### src/rtl/lsu_mem_bridge_if.sv
// Core-request/response and data-memory handshake bundle for lsu_mem_bridge.
// slave is the bridge's view; master is the core-plus-memory side.
interface lsu_mem_bridge_if;
  logic        req_valid;
  logic        req_ready;
  logic        req_we;
  logic [2:0]  req_funct3;
  logic [31:0] req_addr;
  logic [31:0] req_wdata;
  logic        rsp_valid;
  logic [31:0] rsp_rdata;
  logic        rsp_misaligned;
  logic        rsp_err;
  logic        mem_req;
  logic        mem_we;
  logic [31:0] mem_addr;
  logic [3:0]  mem_wstrb;
  logic [31:0] mem_wdata;
  logic        mem_ack;
  logic [31:0] mem_rdata;

  modport slave (
    input  req_valid, req_we, req_funct3, req_addr, req_wdata, mem_ack, mem_rdata,
    output req_ready, rsp_valid, rsp_rdata, rsp_misaligned, rsp_err,
           mem_req, mem_we, mem_addr, mem_wstrb, mem_wdata
  );

  modport master (
    output req_valid, req_we, req_funct3, req_addr, req_wdata, mem_ack, mem_rdata,
    input  req_ready, rsp_valid, rsp_rdata, rsp_misaligned, rsp_err,
           mem_req, mem_we, mem_addr, mem_wstrb, mem_wdata
  );
endinterface

### src/rtl/lsu_mem_bridge.sv
// Load/store bridge: one core request in flight, alignment/funct3 checks,
// req/ack memory handshake with timeout, formatted single-cycle response.
module lsu_mem_bridge #(
  parameter int unsigned TIMEOUT = 255,
  parameter int unsigned TO_W    = 8
) (
  input  logic              clk,
  input  logic              rst,
  lsu_mem_bridge_if.slave   bus
);

  typedef enum logic [1:0] {IDLE, ACCESS, RESP} state_t;

  state_t            state_q, state_d;
  logic [TO_W-1:0]   cnt_q, cnt_d;
  logic              we_q, we_d;
  logic [2:0]        f3_q, f3_d;
  logic [1:0]        lane_q, lane_d;
  logic              mem_req_q, mem_req_d;
  logic              mem_we_q, mem_we_d;
  logic [31:0]       mem_addr_q, mem_addr_d;
  logic [3:0]        mem_wstrb_q, mem_wstrb_d;
  logic [31:0]       mem_wdata_q, mem_wdata_d;
  logic              rsp_valid_q, rsp_valid_d;
  logic [31:0]       rsp_rdata_q, rsp_rdata_d;
  logic              rsp_mis_q, rsp_mis_d;
  logic              rsp_err_q, rsp_err_d;

  logic              size_bad, illegal, misaligned;
  logic [3:0]        st_strb;
  logic [31:0]       st_wdata;
  logic [31:0]       ld_shift;
  logic [31:0]       ld_data;

  // Request decode on the incoming core fields (used only at accept).
  always_comb begin
    size_bad   = (bus.req_funct3 == 3'b011) || (bus.req_funct3[2:1] == 2'b11);
    illegal    = size_bad || (bus.req_we && bus.req_funct3[2]);
    misaligned = !size_bad &&
                 (((bus.req_funct3[1:0] == 2'b01) && bus.req_addr[0]) ||
                  ((bus.req_funct3[1:0] == 2'b10) && (bus.req_addr[1:0] != 2'b00)));
    st_strb  = 4'b1111;
    st_wdata = bus.req_wdata;
    case (bus.req_funct3[1:0])
      2'b00: begin
        st_strb  = 4'(4'b0001 << bus.req_addr[1:0]);
        st_wdata = {4{bus.req_wdata[7:0]}};
      end
      2'b01: begin
        st_strb  = 4'(4'b0011 << bus.req_addr[1:0]);
        st_wdata = {2{bus.req_wdata[15:0]}};
      end
      default: ;
    endcase
  end

  // Load lane select and sign/zero extension of the returned word.
  always_comb begin
    ld_shift = bus.mem_rdata >> {lane_q, 3'b000};
    case (f3_q)
      3'b000:  ld_data = {{24{ld_shift[7]}}, ld_shift[7:0]};
      3'b001:  ld_data = {{16{ld_shift[15]}}, ld_shift[15:0]};
      3'b100:  ld_data = {24'h0, ld_shift[7:0]};
      3'b101:  ld_data = {16'h0, ld_shift[15:0]};
      default: ld_data = bus.mem_rdata;
    endcase
  end

  always_comb begin
    state_d     = state_q;
    cnt_d       = cnt_q;
    we_d        = we_q;
    f3_d        = f3_q;
    lane_d      = lane_q;
    mem_req_d   = mem_req_q;
    mem_we_d    = mem_we_q;
    mem_addr_d  = mem_addr_q;
    mem_wstrb_d = mem_wstrb_q;
    mem_wdata_d = mem_wdata_q;
    rsp_valid_d = 1'b0;
    rsp_rdata_d = 32'h0;
    rsp_mis_d   = 1'b0;
    rsp_err_d   = 1'b0;
    case (state_q)
      IDLE: begin
        if (bus.req_valid && bus.req_ready) begin
          we_d   = bus.req_we;
          f3_d   = bus.req_funct3;
          lane_d = bus.req_addr[1:0];
          cnt_d  = '0;
          if (illegal || misaligned) begin
            state_d     = RESP;
            rsp_valid_d = 1'b1;
            rsp_err_d   = illegal;
            rsp_mis_d   = misaligned;
          end else begin
            state_d     = ACCESS;
            mem_req_d   = 1'b1;
            mem_we_d    = bus.req_we;
            mem_addr_d  = {bus.req_addr[31:2], 2'b00};
            mem_wstrb_d = bus.req_we ? st_strb : 4'b0000;
            mem_wdata_d = bus.req_we ? st_wdata : 32'h0;
          end
        end
      end
      ACCESS: begin
        // An ack in the timeout cycle still completes normally.
        if (bus.mem_ack || (cnt_q == TO_W'(TIMEOUT - 1))) begin
          state_d     = RESP;
          rsp_valid_d = 1'b1;
          rsp_err_d   = !bus.mem_ack;
          rsp_rdata_d = (bus.mem_ack && !we_q) ? ld_data : 32'h0;
          mem_req_d   = 1'b0;
          mem_we_d    = 1'b0;
          mem_addr_d  = 32'h0;
          mem_wstrb_d = 4'b0000;
          mem_wdata_d = 32'h0;
        end else begin
          cnt_d = cnt_q + TO_W'(1);
        end
      end
      RESP: begin
        state_d = IDLE;
        cnt_d   = '0;
      end
      default: state_d = IDLE;
    endcase
  end

  always_ff @(posedge clk or negedge rst) begin
    if (!rst) begin
      state_q     <= IDLE;
      cnt_q       <= '0;
      we_q        <= 1'b0;
      f3_q        <= 3'b000;
      lane_q      <= 2'b00;
      mem_req_q   <= 1'b0;
      mem_we_q    <= 1'b0;
      mem_addr_q  <= 32'h0;
      mem_wstrb_q <= 4'b0000;
      mem_wdata_q <= 32'h0;
      rsp_valid_q <= 1'b0;
      rsp_rdata_q <= 32'h0;
      rsp_mis_q   <= 1'b0;
      rsp_err_q   <= 1'b0;
    end else begin
      state_q     <= state_d;
      cnt_q       <= cnt_d;
      we_q        <= we_d;
      f3_q        <= f3_d;
      lane_q      <= lane_d;
      mem_req_q   <= mem_req_d;
      mem_we_q    <= mem_we_d;
      mem_addr_q  <= mem_addr_d;
      mem_wstrb_q <= mem_wstrb_d;
      mem_wdata_q <= mem_wdata_d;
      rsp_valid_q <= rsp_valid_d;
      rsp_rdata_q <= rsp_rdata_d;
      rsp_mis_q   <= rsp_mis_d;
      rsp_err_q   <= rsp_err_d;
    end
  end

  assign bus.req_ready      = (state_q == IDLE) && rst;
  assign bus.mem_req        = mem_req_q;
  assign bus.mem_we         = mem_we_q;
  assign bus.mem_addr       = mem_addr_q;
  assign bus.mem_wstrb      = mem_wstrb_q;
  assign bus.mem_wdata      = mem_wdata_q;
  assign bus.rsp_valid      = rsp_valid_q;
  assign bus.rsp_rdata      = rsp_rdata_q;
  assign bus.rsp_misaligned = rsp_mis_q;
  assign bus.rsp_err        = rsp_err_q;

endmodule

### src/flat_wrapper.sv
// flat-port wrapper written by rule: the top's interface ports become plain ports
module lsu_mem_bridge_flat 
#(
  parameter int unsigned TIMEOUT = 255,
  parameter int unsigned TO_W    = 8
)
  (clk, rst, bus_req_valid, bus_req_we, bus_req_funct3, bus_req_addr, bus_req_wdata, bus_mem_ack, bus_mem_rdata, bus_req_ready, bus_rsp_valid, bus_rsp_rdata, bus_rsp_misaligned, bus_rsp_err, bus_mem_req, bus_mem_we, bus_mem_addr, bus_mem_wstrb, bus_mem_wdata);
  lsu_mem_bridge_if bus_i ();
  input  logic clk;
  input  logic rst;
  input wire logic [$bits(bus_i.req_valid)-1:0] bus_req_valid;
  input wire logic [$bits(bus_i.req_we)-1:0] bus_req_we;
  input wire logic [$bits(bus_i.req_funct3)-1:0] bus_req_funct3;
  input wire logic [$bits(bus_i.req_addr)-1:0] bus_req_addr;
  input wire logic [$bits(bus_i.req_wdata)-1:0] bus_req_wdata;
  input wire logic [$bits(bus_i.mem_ack)-1:0] bus_mem_ack;
  input wire logic [$bits(bus_i.mem_rdata)-1:0] bus_mem_rdata;
  output wire logic [$bits(bus_i.req_ready)-1:0] bus_req_ready;
  output wire logic [$bits(bus_i.rsp_valid)-1:0] bus_rsp_valid;
  output wire logic [$bits(bus_i.rsp_rdata)-1:0] bus_rsp_rdata;
  output wire logic [$bits(bus_i.rsp_misaligned)-1:0] bus_rsp_misaligned;
  output wire logic [$bits(bus_i.rsp_err)-1:0] bus_rsp_err;
  output wire logic [$bits(bus_i.mem_req)-1:0] bus_mem_req;
  output wire logic [$bits(bus_i.mem_we)-1:0] bus_mem_we;
  output wire logic [$bits(bus_i.mem_addr)-1:0] bus_mem_addr;
  output wire logic [$bits(bus_i.mem_wstrb)-1:0] bus_mem_wstrb;
  output wire logic [$bits(bus_i.mem_wdata)-1:0] bus_mem_wdata;
  assign bus_i.req_valid = bus_req_valid;
  assign bus_i.req_we = bus_req_we;
  assign bus_i.req_funct3 = bus_req_funct3;
  assign bus_i.req_addr = bus_req_addr;
  assign bus_i.req_wdata = bus_req_wdata;
  assign bus_i.mem_ack = bus_mem_ack;
  assign bus_i.mem_rdata = bus_mem_rdata;
  assign bus_req_ready = bus_i.req_ready;
  assign bus_rsp_valid = bus_i.rsp_valid;
  assign bus_rsp_rdata = bus_i.rsp_rdata;
  assign bus_rsp_misaligned = bus_i.rsp_misaligned;
  assign bus_rsp_err = bus_i.rsp_err;
  assign bus_mem_req = bus_i.mem_req;
  assign bus_mem_we = bus_i.mem_we;
  assign bus_mem_addr = bus_i.mem_addr;
  assign bus_mem_wstrb = bus_i.mem_wstrb;
  assign bus_mem_wdata = bus_i.mem_wdata;
  lsu_mem_bridge #(.TIMEOUT(TIMEOUT), .TO_W(TO_W)) u_core (.clk(clk), .rst(rst), .bus(bus_i));
endmodule
### config.mk
export PLATFORM = sky130hd
export DESIGN_NAME = lsu_mem_bridge_flat
export DESIGN_NICKNAME = d
export VERILOG_FILES = /design/src/rtl/lsu_mem_bridge_if.sv /design/src/rtl/lsu_mem_bridge.sv /design/src/flat_wrapper.sv
export SDC_FILE = /design/constraint.sdc
export NUM_CORES = 1
export LEC_CHECK = 0
export ABC_AREA = 1
export CORE_MARGIN = 8
export CORE_UTILIZATION = 46
export DETAILED_ROUTE_END_ITERATION = 10
export HOLD_SLACK_MARGIN = 0.05
export PLACE_DENSITY_LB_ADDON = 0.05
export REMOVE_ABC_BUFFERS = 1
export SYNTH_ARGS = -nofsm -noshare
export SYNTH_HDL_FRONTEND = slang
export SYNTH_SLANG_ARGS = --single-unit
### constraint.sdc
create_clock -name clk -period 2.2 [get_ports clk]
set_input_delay 0.44 -clock clk [delete_from_list [all_inputs] [get_ports clk]]
set_output_delay 0.44 -clock clk [all_outputs]
set_load 0.02 [all_outputs]
==> impl_metrics.ini, run 1 <==
[run_status]
status = completed

[place]
dpl.hpwl_um = 13900
io_buffer_count = 207
globalplace.congestion = 0.898
placed_area_um2 = 8310

[floorplan]
rows = 41
dieArea_um2 = 17000
start_util_pct = 47.4
core_um2 = 12700
num_io_pins = 210
die_w_um = 130
die_y_um = 130

[timing]
slew_headroom_pct = 56.3
setup_viol = 0
min_period_over_period_pct = 91.9
slew_violations = 0
rsz0062_at_grt = false
finalHoldViolCount = 0
fin_worst_skew_ps = 5.50
fin_crit_ps = 2020
worst_pin_slew_ps = 656
maxClockFrequency_mhz = 495

[drt]
vias_per_cell = 5.20
vias = 6219
routed_wl_um = 19200
route.detailed.drc = 0
drtIter0Drc = 613
drt_pass1_iterations = 6
drtAntennaViolNets = 0
wl_per_cell_um = 16.0

[global_routing]
grt_pass1_vias = 6184
grt.overflow.total = 0
grt_pass1_wl_um = 30300
grt_start_max_net_pins = 120
antenna_found_initial = 0
globalRouteTotalUtil_pct = 22.7

[critical_path]
worst-r2r-setup-slack_ps = 400
setup.worst_path.end_class = output port
crit_required_ps = 1760
r2r-start = u_core.cnt_q[0]
cp_max_fo = 3
arrival_ps = 1580
r2r_end = u_core.bus.mem_addr[10]
start_kind = flip-flop
criticalPathCategory = reg2out
r2r_cells = 12

[cts]
cts_tree = yes
clockBufferDepth = 2
htreeDepth = 4
ctsHoldBuffers = 0
clock_sinks = 119
numCtsBuffers = 17
cts_root_buf = clkbuf_16
clk_latency_ps = 400
path_clk_slew_ps = 60

[finish]
seqCellArea_um2 = 2980
drive_gt1_share_pct = 7.42
n_antenna_cell = 0
layout_common_cells = 277 x nand2_1, 205 x clkdlybuf4s50_1, 119 x dfrtp_1
final_common_cell = nand2_1
fillerInstances = 1052
area_delta_synth_final_pct = 47.9
final_area_um2 = 8880
layout.nets = 1117
multi_input_area_um2 = 2540
utilization_pct = 70.1

[job]
drv_cap = 0

[power]
pwr_density_cell_nw_per_um2 = 933
power.leakage_nw = 4.45
power_mw = 8.29
ir_drop_mv = 0.546

[yosys]
yosys.area.top_type_share_pct = 49.6
synth_seq_cells = 119
synth_cells = 803
syn_avg_cell_area_um2 = 7.48
synth_warnings = 0
synth_edf_count = 0
synth.distinct_cells = 27
yosysSeqAreaShare_pct = 49.6
yosysTopAreaCell = dfrtp_1
syn_area_um2 = 6000
ys.flop_type = dfrtp_1
ys_async_sr_fraction_pct = 100
synthTopCellsByArea = dfrtp_1 50%, nand2_1 17%, nand3_1 8.7%, nor2_1 4.8%, inv_1 3.5%

[min_path]
hold_path_class = in2async
-- state kept, by name (all words and copies together), names as in the netlist --
| signal | flops |
|---|---|
| u_core.bus.mem_addr | 30 |
| u_core.bus.mem_req | 1 |
| u_core.bus.mem_wdata | 32 |
| u_core.bus.mem_we | 1 |
| u_core.bus.mem_wstrb | 4 |
| u_core.bus.rsp_err | 1 |
| u_core.bus.rsp_misaligned | 1 |
| u_core.bus.rsp_rdata | 32 |
| u_core.bus.rsp_valid | 1 |
| u_core.cnt_q | 8 |
| u_core.f3_q | 3 |
| u_core.lane_q | 2 |
| u_core.state_q | 2 |
| u_core.we_q | 1 |
-- layer usage --
layer	GRT usage (%)	wire length, µm
met2	38.0	9180
met1	27.3	7800
met5	0	0
met3	6.16	1820
met4	9.22	361
-- per-stage QoR --
| step | worst slack, ps | hold slack [ps] | cells | setup TNS (ps) |
|---|---|---|---|---|
| final | 179 | 151 | 1196 | 0 |
| after global routing | 55.0 | 253 | 1196 | 0 |
| after CTS | 149 | 216 | 1196 | 0 |
| after detailed placement | 91.3 | 461 | 1164 | 0 |
| after global placement | 126 | 455 | 1164 | 0 |
| after floorplan | -434 | 144 | 754 | -29520 |
-- cells in the mapped netlist (all sizes together) (2+ instances only) --
master,n
nand2,285
o31ai,7
nor2,79
o21ai,42
nand4,16
inv,58
dfrtp,119
buf,30
clkbuf,20
ha,2
nor3,20
a21oi,14
xor2,2
nand3,104
-- layout make-up --
cell class | count | area share (%)
clock buffer | 21 | 5.30
clock inverter | 11 | 1.13
inverter | 59 | 2.49
multi-input combinational | 576 | 28.6
sequential | 119 | 33.5
tap | 172 | 2.42
timing repair buffer | 238 | 26.5
-- logic make-up after synthesis --
kind of cell,count (synthesis),synth area share (%)
AOI/OAI and AO/OA,65,5.82
xor gates and xnor gates,3,0.438
adders and majority gates,2,0.417
buffers and inverters,109,8.11
DFF,119,49.6
other,1,0.0625
and+or+nand+nor,504,35.6
-- worst max-delay path: stages, from the launching register on --
cell and delay [ps]:
dfrtp_1 410, nor2_1 170, inv_1 90, nor2_2 140, dlygate4sd2_1 360
-- power by group --
group / switching [mW] / total [mW] / internal (mW)
logic: 1.58 / 2.79 / 1.22
registers: 0.269 / 2.88 / 2.61
clock network: 0.979 / 2.62 / 1.64
total: 2.82 / 8.29 / 5.46
-- timing repair --
action / CTS / global route
setup endpoints to repair: 1 / 0
gates resized for setup: 1 / 0
setup buffers: 0 / 0
-- worst max path at each step --
stage,startpoint,to,slack [ps]
6_report,u_core.state_q[1],bus_req_ready,180
5_1_grt,u_core.state_q[1],bus_req_ready,60
4_1_cts,u_core.state_q[1],bus_req_ready,150
3_5_place_dp,bus_req_funct3[1],u_core.bus.mem_wdata[14],90
3_3_place_gp,bus_req_funct3[1],u_core.bus.mem_wdata[4],130
2_1_floorplan,bus_req_funct3[1],u_core.bus.mem_addr[10],-430
(Power assumes the default switching activity.)
==> run 2, diff against run 1 <==
--- a/config.mk
+++ b/config.mk
@@ -8,6 +8,7 @@
 export ABC_AREA = 1
 export CORE_MARGIN = 8
 export CORE_UTILIZATION = 46
+export CTS_CLUSTER_SIZE = 12
 export DETAILED_ROUTE_END_ITERATION = 10
 export HOLD_SLACK_MARGIN = 0.05
 export PLACE_DENSITY_LB_ADDON = 0.05
==> results of run 2 <==
Same layout as run 1: the final DEF is identical, and so are final timing and power.
